## src/rtl/printer_preheat_if.sv

```systemverilog
// Panel/axis/heater signal bundle for the preheat sequencer.
// With PREHEAT_THERMAL_CHECK_EN defined, the bundle also carries temp_ok.
interface printer_preheat_if #(
  parameter int unsigned N_AXES = 3
) ();

  logic              start_btn;
  logic              abort;
  logic [1:0]        mat_sel;
  logic [N_AXES-1:0] home_sw;
`ifdef PREHEAT_THERMAL_CHECK_EN
  logic              temp_ok;
`endif
  logic [N_AXES-1:0] motor_en;
  logic              heat_bed;
  logic              heat_end;
  logic              busy;
  logic              ready;
  logic              error;
  logic [1:0]        err_code;
  logic [2:0]        state_o;

`ifdef PREHEAT_THERMAL_CHECK_EN
  modport master (
    output start_btn, abort, mat_sel, home_sw, temp_ok,
    input  motor_en, heat_bed, heat_end, busy, ready, error, err_code, state_o
  );

  modport slave (
    input  start_btn, abort, mat_sel, home_sw, temp_ok,
    output motor_en, heat_bed, heat_end, busy, ready, error, err_code, state_o
  );
`else
  modport master (
    output start_btn, abort, mat_sel, home_sw,
    input  motor_en, heat_bed, heat_end, busy, ready, error, err_code, state_o
  );

  modport slave (
    input  start_btn, abort, mat_sel, home_sw,
    output motor_en, heat_bed, heat_end, busy, ready, error, err_code, state_o
  );
`endif

endinterface

```

## src/rtl/printer_preheat_ctrl.sv

```systemverilog
// Pre-print sequencer: debounced start, axis homing, timed bed/hotend preheat.
// Optional PREHEAT_THERMAL_CHECK_EN gates HEAT_END exit and READY on temp_ok.
module printer_preheat_ctrl #(
  parameter int unsigned N_AXES     = 3,
  parameter int unsigned DEB_CYCLES = 4,
  parameter int unsigned T_W        = 16,
  parameter int unsigned T_BED      = 20,
  parameter int unsigned T_PLA      = 8,
  parameter int unsigned T_ABS      = 10,
  parameter int unsigned T_TPU      = 8,
  parameter int unsigned HOME_TO    = 64
) (
  input logic              clk,
  input logic              reset,
  printer_preheat_if.slave bus
);

  localparam int unsigned IDX_W = (N_AXES > 1) ? $clog2(N_AXES) : 1;
  localparam int unsigned DEB_W = $clog2(DEB_CYCLES + 1);

  localparam logic [IDX_W-1:0] IDX_LAST  = IDX_W'(N_AXES - 1);
  localparam logic [DEB_W-1:0] DEB_LAST  = DEB_W'(DEB_CYCLES - 1);
  localparam logic [T_W-1:0]   HOME_LAST = T_W'(HOME_TO - 1);
  localparam logic [T_W-1:0]   BED_LAST  = T_W'(T_BED - 1);
  localparam logic [T_W-1:0]   PLA_LAST  = T_W'(T_PLA - 1);
  localparam logic [T_W-1:0]   ABS_LAST  = T_W'(T_ABS - 1);
  localparam logic [T_W-1:0]   TPU_LAST  = T_W'(T_TPU - 1);
`ifdef PREHEAT_THERMAL_CHECK_EN
  localparam logic [T_W-1:0]   PLA_LIM   = T_W'(2 * T_PLA - 1);
  localparam logic [T_W-1:0]   ABS_LIM   = T_W'(2 * T_ABS - 1);
  localparam logic [T_W-1:0]   TPU_LIM   = T_W'(2 * T_TPU - 1);
`endif

  typedef enum logic [2:0] {
    StIdle    = 3'd0,
    StHoming  = 3'd1,
    StHeatBed = 3'd2,
    StHeatEnd = 3'd3,
    StReady   = 3'd4,
    StError   = 3'd5
  } state_e;

  // Start button synchroniser and debouncer
  logic             sync1_q, sync2_q;
  logic [DEB_W-1:0] deb_cnt_q;
  logic             fired_q;
  logic             start_p_q;

  always_ff @(posedge clk or posedge reset) begin
    if (reset) begin
      sync1_q   <= 1'b0;
      sync2_q   <= 1'b0;
      deb_cnt_q <= '0;
      fired_q   <= 1'b0;
      start_p_q <= 1'b0;
    end else begin
      sync1_q <= bus.start_btn;
      sync2_q <= sync1_q;
      if (!sync2_q) begin
        deb_cnt_q <= '0;
        fired_q   <= 1'b0;
        start_p_q <= 1'b0;
      end else if (!fired_q && (deb_cnt_q == DEB_LAST)) begin
        deb_cnt_q <= '0;
        fired_q   <= 1'b1;
        start_p_q <= 1'b1;
      end else begin
        start_p_q <= 1'b0;
        if (!fired_q) begin
          deb_cnt_q <= deb_cnt_q + 1'b1;
        end
      end
    end
  end

  // Sequencer state
  state_e            state_q, state_d;
  logic [IDX_W-1:0]  idx_q, idx_d;
  logic [T_W-1:0]    timer_q, timer_d;
  logic [1:0]        mat_q, mat_d;
  logic [1:0]        err_q, err_d;
  logic [N_AXES-1:0] motor_en_q;
  logic              heat_bed_q, heat_end_q, busy_q, ready_q, error_q;
  logic [T_W-1:0]    mat_last;
`ifdef PREHEAT_THERMAL_CHECK_EN
  logic              temp_low_q, temp_low_d;
  logic [T_W-1:0]    mat_limit;
`endif

  always_comb begin
    case (mat_q)
      2'b10:   mat_last = ABS_LAST;
      2'b11:   mat_last = TPU_LAST;
      default: mat_last = PLA_LAST;
    endcase
  end

`ifdef PREHEAT_THERMAL_CHECK_EN
  always_comb begin
    case (mat_q)
      2'b10:   mat_limit = ABS_LIM;
      2'b11:   mat_limit = TPU_LIM;
      default: mat_limit = PLA_LIM;
    endcase
  end
`endif

  always_comb begin
    state_d = state_q;
    idx_d   = idx_q;
    timer_d = timer_q;
    mat_d   = mat_q;
    err_d   = err_q;
`ifdef PREHEAT_THERMAL_CHECK_EN
    temp_low_d = 1'b0;
`endif
    if (bus.abort) begin
      state_d = StIdle;
      idx_d   = '0;
      err_d   = 2'b00;
    end else begin
      unique case (state_q)
        StIdle: begin
          if (start_p_q) begin
            if (bus.mat_sel != 2'b00) begin
              state_d = StHoming;
              mat_d   = bus.mat_sel;
              idx_d   = '0;
            end else begin
              state_d = StError;
              err_d   = 2'b01;
            end
          end
        end
        StHoming: begin
          // Switch high on the timeout cycle still counts as homed
          if (bus.home_sw[idx_q]) begin
            timer_d = '0;
            if (idx_q == IDX_LAST) begin
              state_d = StHeatBed;
              idx_d   = '0;
            end else begin
              idx_d = idx_q + 1'b1;
            end
          end else if (timer_q == HOME_LAST) begin
            state_d = StError;
            err_d   = 2'b10;
          end else begin
            timer_d = timer_q + 1'b1;
          end
        end
        StHeatBed: begin
          if (timer_q == BED_LAST) begin
            state_d = StHeatEnd;
          end else begin
            timer_d = timer_q + 1'b1;
          end
        end
        StHeatEnd: begin
`ifdef PREHEAT_THERMAL_CHECK_EN
          if ((timer_q >= mat_last) && bus.temp_ok) begin
            state_d = StReady;
          end else if (timer_q == mat_limit) begin
            state_d = StError;
            err_d   = 2'b11;
          end else begin
            timer_d = timer_q + 1'b1;
          end
`else
          if (timer_q == mat_last) begin
            state_d = StReady;
          end else begin
            timer_d = timer_q + 1'b1;
          end
`endif
        end
        StReady: begin
`ifdef PREHEAT_THERMAL_CHECK_EN
          if (!bus.temp_ok) begin
            if (temp_low_q) begin
              state_d = StError;
              err_d   = 2'b11;
            end else begin
              temp_low_d = 1'b1;
            end
          end
`endif
        end
        StError: begin
        end
        default: state_d = StIdle;
      endcase
    end
    if (state_d != state_q) begin
      timer_d = '0;
    end
  end

  // Outputs are decoded from the next state so they change on the entering edge
  always_ff @(posedge clk or posedge reset) begin
    if (reset) begin
      state_q    <= StIdle;
      idx_q      <= '0;
      timer_q    <= '0;
      mat_q      <= 2'b00;
      err_q      <= 2'b00;
      motor_en_q <= '0;
      heat_bed_q <= 1'b0;
      heat_end_q <= 1'b0;
      busy_q     <= 1'b0;
      ready_q    <= 1'b0;
      error_q    <= 1'b0;
`ifdef PREHEAT_THERMAL_CHECK_EN
      temp_low_q <= 1'b0;
`endif
    end else begin
      state_q    <= state_d;
      idx_q      <= idx_d;
      timer_q    <= timer_d;
      mat_q      <= mat_d;
      err_q      <= err_d;
      motor_en_q <= (state_d == StHoming) ? (N_AXES'(1) << idx_d) : '0;
      heat_bed_q <= state_d inside {StHeatBed, StHeatEnd, StReady};
      heat_end_q <= state_d inside {StHeatEnd, StReady};
      busy_q     <= state_d inside {StHoming, StHeatBed, StHeatEnd};
      ready_q    <= (state_d == StReady);
      error_q    <= (state_d == StError);
`ifdef PREHEAT_THERMAL_CHECK_EN
      temp_low_q <= temp_low_d;
`endif
    end
  end

  assign bus.motor_en = motor_en_q;
  assign bus.heat_bed = heat_bed_q;
  assign bus.heat_end = heat_end_q;
  assign bus.busy     = busy_q;
  assign bus.ready    = ready_q;
  assign bus.error    = error_q;
  assign bus.err_code = err_q;
  assign bus.state_o  = state_q;

endmodule

```

## src/flat_wrapper.sv

```systemverilog
// flat-port wrapper written by rule: the top's interface ports become plain ports
module printer_preheat_ctrl_flat 
#(
  parameter int unsigned N_AXES     = 3,
  parameter int unsigned DEB_CYCLES = 4,
  parameter int unsigned T_W        = 16,
  parameter int unsigned T_BED      = 20,
  parameter int unsigned T_PLA      = 8,
  parameter int unsigned T_ABS      = 10,
  parameter int unsigned T_TPU      = 8,
  parameter int unsigned HOME_TO    = 64
)
  (clk, reset, bus_start_btn, bus_abort, bus_mat_sel, bus_home_sw, bus_motor_en, bus_heat_bed, bus_heat_end, bus_busy, bus_ready, bus_error, bus_err_code, bus_state_o);
  printer_preheat_if #(.N_AXES(N_AXES)) bus_i ();
  input logic clk;
  input logic reset;
  input wire logic [$bits(bus_i.start_btn)-1:0] bus_start_btn;
  input wire logic [$bits(bus_i.abort)-1:0] bus_abort;
  input wire logic [$bits(bus_i.mat_sel)-1:0] bus_mat_sel;
  input wire logic [$bits(bus_i.home_sw)-1:0] bus_home_sw;
  output wire logic [$bits(bus_i.motor_en)-1:0] bus_motor_en;
  output wire logic [$bits(bus_i.heat_bed)-1:0] bus_heat_bed;
  output wire logic [$bits(bus_i.heat_end)-1:0] bus_heat_end;
  output wire logic [$bits(bus_i.busy)-1:0] bus_busy;
  output wire logic [$bits(bus_i.ready)-1:0] bus_ready;
  output wire logic [$bits(bus_i.error)-1:0] bus_error;
  output wire logic [$bits(bus_i.err_code)-1:0] bus_err_code;
  output wire logic [$bits(bus_i.state_o)-1:0] bus_state_o;
  assign bus_i.start_btn = bus_start_btn;
  assign bus_i.abort = bus_abort;
  assign bus_i.mat_sel = bus_mat_sel;
  assign bus_i.home_sw = bus_home_sw;
  assign bus_motor_en = bus_i.motor_en;
  assign bus_heat_bed = bus_i.heat_bed;
  assign bus_heat_end = bus_i.heat_end;
  assign bus_busy = bus_i.busy;
  assign bus_ready = bus_i.ready;
  assign bus_error = bus_i.error;
  assign bus_err_code = bus_i.err_code;
  assign bus_state_o = bus_i.state_o;
  printer_preheat_ctrl #(.N_AXES(N_AXES), .DEB_CYCLES(DEB_CYCLES), .T_W(T_W), .T_BED(T_BED), .T_PLA(T_PLA), .T_ABS(T_ABS), .T_TPU(T_TPU), .HOME_TO(HOME_TO)) u_core (.clk(clk), .reset(reset), .bus(bus_i));
endmodule
```

## config.mk

```make
export PLATFORM = sky130hd
export DESIGN_NAME = printer_preheat_ctrl_flat
export DESIGN_NICKNAME = d
export VERILOG_FILES = /design/src/rtl/printer_preheat_if.sv /design/src/rtl/printer_preheat_ctrl.sv /design/src/flat_wrapper.sv
export SDC_FILE = /design/constraint.sdc
export NUM_CORES = 1
export LEC_CHECK = 0
export CORE_UTILIZATION = 30
export CTS_CLUSTER_DIAMETER = 80
export DETAILED_ROUTE_END_ITERATION = 12
export GPL_TIMING_DRIVEN = 0
export PLACE_DENSITY = 0.45
export SLEW_MARGIN = 20
export SYNTH_ARGS = -nofsm -noshare
export SYNTH_HDL_FRONTEND = slang
export SYNTH_SLANG_ARGS = --single-unit
```

## constraint.sdc

```tcl
create_clock -name clk -period 4.25 [get_ports clk]
set_input_delay 0.6375 -clock clk [delete_from_list [all_inputs] [get_ports clk]]
set_output_delay 0.6375 -clock clk [all_outputs]
set_load 0.01 [all_outputs]
```

==> results of run 1 <==
[cells in the final DEF, fill, tap and decap left out, types with 4 or more instances in the layout]
master            n
nand2_1          18
a21o_1            5
o21ai_0          14
nor2_1           24
and3_1            6
dfrtp_1          40
nor3_1            7
or4_1            12
inv_1             6
and2_1            6
a21oi_1          26
nand2b_1          5
clkbuf_1          9
nor2b_1           4
clkbuf_8          7
clkdlybuf4s50_1  20
nand4b_1          4
nand3_1           9
[area by class of cell]
| type | count | share of cell area |
|---|---|---|
| Inverter | 8 | 0.01125 |
| Tap cell | 96 | 0.04499 |
| Clock inverter | 1 | 0.01125 |
| Buffer | 12 | 0.02437 |
| Sequential cell | 40 | 0.3749 |
| Timing Repair Buffer | 21 | 0.08529 |
| Clock buffer | 7 | 0.03608 |
| Multi-Input combinational cell | 183 | 0.4119 |
[metrics by stage]
stage          area (sq um)  instances    util  setup WS (ps)  total power [mW]
2_1_floorplan          2196        243       -           1776            0.5212
3_3_place_gp           2516        359  0.3623           1093            0.5640
3_5_place_dp           2544        360  0.3663           1105            0.5678
4_1_cts                2670        368  0.3845           1352            0.9180
5_1_grt                2670        368  0.3845           1040            0.9521
6_report               2670        368  0.3845           1330            0.9039
[worst max path at each step]
stage	startpoint	cells past startpoint	endpoint	slack, ps
6_report	u_core.timer_q[6]	7	u_core.timer_q[2]	1330
5_1_grt	u_core.timer_q[6]	7	u_core.timer_q[2]	1040
4_1_cts	u_core.timer_q[6]	7	u_core.timer_q[8]	1350
3_5_place_dp	bus_home_sw[1]	8	u_core.timer_q[8]	1100
3_3_place_gp	bus_home_sw[1]	8	u_core.timer_q[2]	1090
2_1_floorplan	bus_abort	8	u_core.timer_q[5]	1780
[state kept, by name (all words and copies together) (netlist names), 2 cells and up]
register / count
u_core.bus.err_code: 2
u_core.bus.motor_en: 3
u_core.bus.state_o: 3
u_core.deb_cnt_q: 3
u_core.idx_q: 2
u_core.mat_q: 2
u_core.timer_q: 16
[metal layers]
| metal | share of wire | track usage | vias up | wire length, microns |
|---|---|---|---|---|
| met3 | 0.023 | 0.03959 | 4 | 125 |
| met1 | 0.52 | 0.2218 | 849 | 2795 |
| li1 | - | - | 948 | - |
| met5 | 0 | 0 | - | 0 |
| met2 | 0.44 | 0.2344 | 23 | 2381 |
| met4 | 0.0090 | 0.04024 | 0 | 48 |
[where the power goes]
| group | internal (mW) | total (mW) | switching, mW |
|---|---|---|---|
| Combinational | 0.0614 | 0.129 | 0.0677 |
| Clock | 0.207 | 0.346 | 0.139 |
| Sequential | 0.406 | 0.429 | 0.0227 |
| Total | 0.675 | 0.904 | 0.229 |
[logic make-up (layout without fill, tap and decap cells)]
group | count (synthesis) | count (layout) | share of synthesized area
AO/OA/AOI/OAI | 61 | 61 | 0.1652
adder cells (fa/ha/maj) | 2 | 2 | 0.01139
buffers and inverters | 20 | 49 | 0.04330
flip-flops | 40 | 40 | 0.4558
multiplexers | 4 | 4 | 0.02393
AND/OR/NAND/NOR | 116 | 116 | 0.3003
[worst max-delay path, stage by stage (launching register included)]
cell	delay (ps)
dfrtp_1	460
nor4_1	490
nand4b_1	310
nor4_2	550
o31ai_1	130
nand3_1	280
clkbuf_1	470
a21oi_1	80
==> impl_results.md, run 1 <==
* Run status: finished clean
* First-pass GRT wire length at 9.052 mm
* Number of vias per cell after detailed routing at 4.957
* Worst R2R Setup Slack at 1330 ps
* Die outline height at 87.56 microns
* Drt first pass iters at 4
* Area of the core at 6944 sq um
* Buffer type at the clock tree root: clkbuf_8
* Number of distinct library cell variants in the gate-level netlist after synthesis at 45
* End of the worst hold path: u_core.sync2_q
* Clock transition time at the flip-flop clock pins of the worst setup and hold paths at 80 ps
* Kind of launch point of the worst setup path: flop
* Drt total wl at 5.351 mm
* Diodes inserted at 0
* Number of synthesized register bits at 40
* Number of filler cells placed in the layout at 706
* Reg-to-Reg End: u_core.timer_q[2]
* Post-Syn Area per Cell at 9.036 sq um
* WS Path Type: flop to flop
* Unrepaired setup endpoints after global routing: false
* Maximum buffer depth of the clock tree at 2
* Critical path capture point type: flop
* Tmin final at 2920 ps
* Synthesis-to-finish area growth at 21.60%
* Period utilization at 0.6871
* Aggregate negative setup slack at 0 ps
* Starting density of the core at 0.3162
* Sequential element share of the synthesized area at 0.4558
* CTS H-Tree Depth at 2
* Synthesized netlist net count at 254
* Via count at 1824
* Largest cells by area after synthesis: dfrtp_1 46%, a21oi_1 5.9%, nor2_1 4.1%
* Clock latency of the later-clocked register in the worst-skew pair at 300 ps
* Max Transition Viols Final at 0
* Post-CTS setup-driven buffer insertion count at 0
* Required time of the worst setup path at 4400 ps
* Slew at the pin closest to its max-slew limit at 644.3 ps
* Number of enable flip-flop cells after synthesis at 0
* Antenna-violating nets left at 0
* Critical Path Fanout Max at 10
* Fraction of final layout cells with drive strength greater than 1 at 0.07721
* Initial drt markers at 112
* Max Cap Viol at 0
* Worst hold path class: flop to flop
* Worst hold slack across all endpoints at 361.2 ps
* Clock tree from TritonCTS: done
* Sequential Area at 1001 sq um
* Power density relative to cell area at 338.5 nW/um^2
* Peak VDD IR at 227.7 uV
* Routed wire per std cell at 14.54 microns
* # IOs at 22
* CTS buffer count at 5
* # setup viols final at 0
* Worst Min Path Start: u_core.sync1_q
* Clock net sink count at 40
* Antenna violations before repair at 0
* Post-synthesis instance total at 243
* Count of final hold-check violations at 0
* Warnings from Yosys at 0
* Number of nets in the final layout at 282
* Remaining design rule violation count at 0
* GP Congestion at 0.8387
* Worst Reg2Reg Path Length in Cells at 7
* Die Wd at 87.56 microns
* Arrival @ worst endpoint at 3070 ps
* Total global routing track utilization at 0.1554
* Most instantiated library cell after synthesis: dfrtp_1
* Cell count of the worst hold path at 0
* Area of the die at 7666 sq um
* Leading area contributor after synthesis: dfrtp_1
* Post_cts resized at 0
* Maximum clock rate at 342.5 MHz
* Relative max-transition margin at 0.5665
* Area share of the leading cell type in the synthesized netlist at 0.4558
* DP Wirelength at 3.920 mm
* Maximum number of pins on one net before global-route repair at 23
* Total of hold buffers inserted after clock tree synthesis at 0
* Worst-case clock skew at 9.465 ps
* Most used flip-flop cell after synthesis: dfrtp_1
* Critical register-to-register path startpoint: u_core.timer_q[6]
* Number of placement rows at 30
* Area taken by multi-input logic gates at 1100 sq um
* Async set or reset register ratio after synthesis at 1.000
* Syn Std Cell Area at 2196 sq um
* Vias in the first global route at 1773
* Overflow left after global routing at 0
* Leakage at 1.104 nW
* Most frequent cells after synthesis: 40 x dfrtp_1, 26 x a21oi_1, 24 x nor2_1, 18 x nand2_1, 14 x o21ai_0
* Count of input and output buffers at 20
Note: power is estimated with default switching activity, not from simulation.
==> run 2, diff against run 1 <==
PLACE_DENSITY = 0.47   (was 0.45)
clock period = 2.6 ns   (was 4.25 ns; I/O delays follow)
==> impl_results.md, run 2 (same netlist as run 1, synthesis figures left out) <==
* Period utilization at 0.9398 (+0.2528)
* GP Congestion at 0.8106 (-3.4%)
* Clock latency of the later-clocked register in the worst-skew pair at 300 ps (about the same)
* Total global routing track utilization at 0.1569 (+0.001516)
* Worst hold path class: flop to flop
* Power density relative to cell area at 503.1 nW/um^2 (+49%)
* Tmin final at 2444 ps (-476.4 ps)
* Crit path from: u_core.timer_q[0]
* Antenna-violating nets left at 0 (unchanged)
* Unrepaired setup endpoints after global routing: true
* Critical path capture point type: flop
* Clock tree from TritonCTS: done
* Antenna violations before repair at 0 (unchanged)
* CTS H-Tree Depth at 2 (unchanged)
* # setup viols final at 0 (unchanged)
* Drt total wl at 5.402 mm (+0.95%)
* Area of the core at 6944 sq um (unchanged)
* Number of nets in the final layout at 285 (+1.1%)
* Number of vias per cell after detailed routing at 5.070 (+2.3%)
* Synthesis-to-finish area growth at 22.85%
* Slew at the pin closest to its max-slew limit at 590.7 ps (-53.58 ps)
* Clock transition time at the flip-flop clock pins of the worst setup and hold paths at 90 ps (about the same)
* Die outline height at 87.56 microns (unchanged)
* Buffer type at the clock tree root: clkbuf_8
* Initial drt markers at 126 (+13%)
* Largest register FFs at 16 (unchanged)
* Drt first pass iters at 4 (unchanged)
* Area of the die at 7666 sq um (unchanged)
* Most common library cell in the layout ignoring fill and taps: dfrtp_1
* Max Cap Viol at 0 (unchanged)
* Diodes inserted at 0 (unchanged)
* Final design area excluding fillers at 2698 sq um (+1.0%)
* CTS buffer count at 5 (unchanged)
* Maximum number of pins on one net before global-route repair at 29 (+26%)
* Run status: finished clean
* Critical register-to-register path startpoint: u_core.timer_q[0]
* Critical Path Fanout Max at 10 (unchanged)
* Peak VDD IR at 242.0 uV (+6.3%)
* Count of final hold-check violations at 0 (unchanged)
* Remaining design rule violation count at 0 (unchanged)
* Arrival @ worst endpoint at 2670 ps (-400 ps)
* Starting density of the core at 0.3162 (unchanged)
* Overflow left after global routing at 0 (unchanged)
* Via count at 1881 (+3.1%)
* Clock net sink count at 40 (unchanged)
* Fraction of final layout cells with drive strength greater than 1 at 0.1164 (+0.03916)
* Number of placement rows at 30 (unchanged)
* DP Wirelength at 3.847 mm (-1.8%)
* Max Transition Viols Final at 0 (unchanged)
* Vias in the first global route at 1863 (+5.1%)
* Count of input and output buffers at 20 (unchanged)
* Most frequent cells in the layout: 40 x dfrtp_1, 26 x a21oi_1, 23 x nor2_1
* Kind of launch point of the worst setup path: flop
* WS Path Type: flop to flop
* Register bank with the most flops: u_core.timer_q
* First-pass GRT wire length at 9.239 mm (+2.1%)
* Leakage at 1.103 nW (about the same)
* Routed wire per std cell at 14.56 microns (+0.14%)
* Pwr Total at 1.357 mW (+50%)
* Die Wd at 87.56 microns (unchanged)
* Worst Min Path Start: u_core.sync1_q
* Worst-case clock skew at 8.561 ps (-0.9045 ps)
* Maximum clock rate at 409.2 MHz (+19%)
* Required time of the worst setup path at 2820 ps (-1580 ps)
* Maximum buffer depth of the clock tree at 2 (unchanged)
* Total of hold buffers inserted after clock tree synthesis at 0 (unchanged)
* # IOs at 22 (unchanged)
* Aggregate negative setup slack at 0 ps (unchanged)
* Relative max-transition margin at 0.6025 (+0.03605)
* Placed cell areas at 2536 sq um (-0.30%)
## run 2: power by group
part | leakage, nW | internal, mW | switching (mW) | total [mW]
Sequential | 0.547 | 0.664 | 0.0353 | 0.699
Clock | 0.0404 | 0.190 | 0.243 | 0.434
Combinational | 0.515 | 0.106 | 0.119 | 0.225
## run 2: worst max-delay path, stage by stage (launching register included)
cell	delay, ps
dfrtp_1	430
ha_2	220
and3_1	220
nand3_2	120
nor4_4	70
or3_1	370
buf_6	150
buf_8	130
or4_1	490
a21oi_1	160
## run 2: worst paths after layout
check                                    end  cells after the start  slack [ps]
hold reg to reg               u_core.sync2_q                      0         350
setup / recovery           u_core.timer_q[5]                      9         160
min in group asynchronous  u_core.timer_q[7]                      2         360
setup reg to reg           u_core.timer_q[5]                      9         160
hold / removal                u_core.sync2_q                      0         350
max in group asynchronous    u_core.idx_q[1]                      3        1770
## run 2: cell type report
class | count | area [sq um]
clock inverters | 3 | 23.77
fillers | 714 | 4247
well taps | 96 | 120.1
multi-input cells | 183 | 1140
inverters | 8 | 30.03
plain buffers | 12 | 71.32
flip-flops and latches | 40 | 1001
clock buffers | 5 | 68.82
repair buffers | 24 | 242.7
## run 2: metal layers
layer	share of wire	track usage
met4	0.013	0.04918
met1	0.52	0.2331
met3	0.027	0.02828
met2	0.44	0.2308
met5	0	0
## run 2: stage by stage
| step | worst slack (ps) | cells | hold slack (ps) | utilization |
|---|---|---|---|---|
| final | 156.4 | 371 | 354.9 | 0.3885 |
| after detailed placement | -341.5 | 360 | 342.6 | 0.3652 |
| after global routing | -12.96 | 371 | 363.0 | 0.3885 |
| after CTS | 21.78 | 369 | 361.0 | 0.3820 |
| after global placement | -313.1 | 359 | 339.5 | 0.3623 |
| after floorplan | 289.1 | 243 | 331.2 | - |
## run 2: repair_timing
item	CTS	global route
buffers inserted	1	2
endpoints found under the hold margin	0	0
endpoints found under the setup margin	10	16
resized for setup	3	11
pin swaps	1	0
==> run 3, diff against run 2 <==
CORE_MARGIN = 4   (was default)
TNS_END_PERCENT = 20   (was default)
==> impl_results.md, run 3 (same netlist as run 1, synthesis figures left out) <==
* Run status: finished clean
* Clock net sink count at 40 (unchanged)
* # IOs at 22 (unchanged)
* Fin worst setup slack at 139.5 ps (-16.92 ps)
* Tmin final at 2461 ps (+16.92 ps)
* Count of input and output buffers at 20 (unchanged)
* Routed wire per std cell at 14.86 microns (+2.1%)
* Arrival @ worst endpoint at 2690 ps (+20 ps)
* Most common library cell in the layout ignoring fill and taps: dfrtp_1
* Antenna violations before repair at 0 (unchanged)
* Drt first pass iters at 4 (unchanged)
* Area of the core at 6944 sq um (unchanged)
* Worst-case clock skew at 12.45 ps (+3.892 ps)
* Number of nets in the final layout at 283 (-0.70%)
* Number of placed instances with taps included at 360 (unchanged)
* Vias in the first global route at 1900 (+2.0%)
* Leakage at 1.109 nW (+0.55%)
* # setup viols final at 0 (unchanged)
* Worst hold path class: flop to flop
* Area of the die at 8753 sq um (+14%)
* Unrepaired setup endpoints after global routing: false
* DP Wirelength at 3.908 mm (+1.6%)
* Crit-path leading delay family: simple AND/OR/NAND/NOR gates
* Wire length on met2 at 2.396 mm (+1.0%)
* Total of hold buffers inserted after clock tree synthesis at 0 (unchanged)
* WS Path Type: flop to flop
* Overflow left after global routing at 0 (unchanged)
* Final Non-Filler Cells at 369 (-0.54%)
* Relative max-transition margin at 0.5915 (-0.01107)
* Buffer type at the clock tree root: clkbuf_8
* Period utilization at 0.9464 (+0.006508)
* Int Power at 1.056 mW (+10%)
* CTS buffer count at 5 (unchanged)
* Critical Path Fanout Max at 10 (unchanged)
* Maximum buffer depth of the clock tree at 2 (unchanged)
* Clock tree from TritonCTS: done
* Number of vias per cell after detailed routing at 5.209 (+2.7%)
* Required time of the worst setup path at 2830 ps (about the same)
* Fraction of power spent switching nets at 0.2765 (-0.01646)
* GP Congestion at 0.7678 (-5.3%)
* Initial drt markers at 84 (-33%)
* Kind of launch point of the worst setup path: flop
* Starting density of the core at 0.3162 (unchanged)
* Total global routing track utilization at 0.1345 (-0.02238)
* Largest register FFs at 16 (unchanged)
* Clock transition time at the flip-flop clock pins of the worst setup and hold paths at 90 ps (about the same)
* Max Cap Viol at 0 (unchanged)
* CTS H-Tree Depth at 2 (unchanged)
* Switching power at 0.4035 mW (+1.5%)
* Sum of met3 wire segment lengths after detailed routing at 247 microns (+68%)
* Number of placement rows at 30 (unchanged)
* Placement-stage worst setup slack at -335.8 ps (+5.652 ps)
* Aggregate negative setup slack at 0 ps (unchanged)
* First-pass GRT wire length at 9.363 mm (+1.3%)
* Die outline height at 93.56 microns (+6.9%)
* Fraction of final layout cells with drive strength greater than 1 at 0.1136 (-0.002811)
* Part of the total power dissipated in combinational logic at 0.151 (-0.015)
* Combined buffer and inverter count along the critical path at 3 (+1)
* Register bank with the most flops: u_core.timer_q
* Worst R2R Setup Slack at 140 ps (-20 ps)
* Maximum clock rate at 406.4 MHz (-0.69%)
* Reg power frac at 0.479 (-0.036)
* Slowest cell on crit path: or4_1
* Diodes inserted at 0 (unchanged)
* Max Used Layer: met4
* Max Transition Viols Final at 0 (unchanged)
* Power density relative to cell area at 538.7 nW/um^2 (+7.1%)
* Slew at the pin closest to its max-slew limit at 607.2 ps (+16.46 ps)
* Remaining design rule violation count at 0 (unchanged)
* Drt total wl at 5.484 mm (+1.5%)
* Delay of the slowest cell on the worst path at 500 ps (about the same)
* Maximum number of pins on one net before global-route repair at 25 (-14%)
* Cell Chain, Critical Path: buf_2 -> nor2_1 -> o221ai_1 -> or3_1 -> buf_6 -> buf_8 -> or4_1 -> a21oi_1
* Critical path capture point type: flop
* Pwr Total at 1.459 mW (+7.5%)
* Part of the total power dissipated in the clock network at 0.370 (+0.051)
* Most frequent cells in the layout: 39 x dfrtp_1, 26 x a21oi_1, 24 x nor2_1
* Count of final hold-check violations at 0 (unchanged)
* Clock latency of the later-clocked register in the worst-skew pair at 310 ps (about the same)
* Die Wd at 93.56 microns (+6.9%)
* Peak VDD IR at 183.6 uV (-24%)
* Met1 Routed Length at 2.729 mm (-3.0%)
* Synthesis-to-finish area growth at 23.36%
* Antenna-violating nets left at 0 (unchanged)
* Via count at 1922 (+2.2%)
run 3: cell type report:
cell class              instances  area (sq um)
fillers                       709          4235
multi-input cells             183          1142
flip-flops and latches         40          1002
repair buffers                 22         227.7
well taps                      96         120.1
plain buffers                  12         71.32
clock buffers                   5         68.82
clock inverters                 3         46.29
inverters                       8         30.03
run 3: path summary, 6_finish.rpt:
| check | start | end | cells after the start |
|---|---|---|---|
| max | u_core.bus.state_o[2] | u_core.timer_q[5] | 8 |
| min | u_core.sync1_q | u_core.sync2_q | 0 |
| max reg2reg | u_core.bus.state_o[2] | u_core.timer_q[5] | 8 |
| min reg2reg | u_core.sync1_q | u_core.sync2_q | 0 |
| max in group asynchronous | reset | u_core.timer_q[3] | 3 |
| min in group asynchronous | reset | u_core.timer_q[13] | 2 |
run 3: what timing repair did:
| action | 4_1_cts | 5_1_grt |
|---|---|---|
| endpoints found under the setup margin | 11 | 20 |
| pin swaps | 0 | 1 |
| setup buffers | 0 | 1 |
| endpoints found under the hold margin | 0 | 0 |
| gates resized for setup | 4 | 11 |
run 3: metrics by stage:
| stage | hold slack [ps] | area [sq um] | util |
|---|---|---|---|
| after floorplan | 331.2 | 2196 | - |
| after global placement | 338.0 | 2516 | 0.3623 |
| after detailed placement | 337.3 | 2536 | 0.3652 |
| after CTS | 365.9 | 2670 | 0.3845 |
| after global routing | 385.3 | 2709 | 0.3901 |
| final | 359.9 | 2709 | 0.3901 |
run 3: power by group through the flow:
stage	registers (mW)	clock network, mW	logic (mW)
2_1_floorplan	0.704	0	0.148
3_3_place_gp	0.712	0	0.210
3_5_place_dp	0.712	0	0.217
4_1_cts	0.699	0.560	0.223
5_1_grt	0.708	0.582	0.251
6_report	0.699	0.540	0.220
run 3: routing by layer:
layer | global-route usage | up-vias
li1 | - | 948
met1 | 0.1874 | 925
met2 | 0.2067 | 37
met3 | 0.02414 | 12
met4 | 0.05174 | 0
met5 | 0 | -
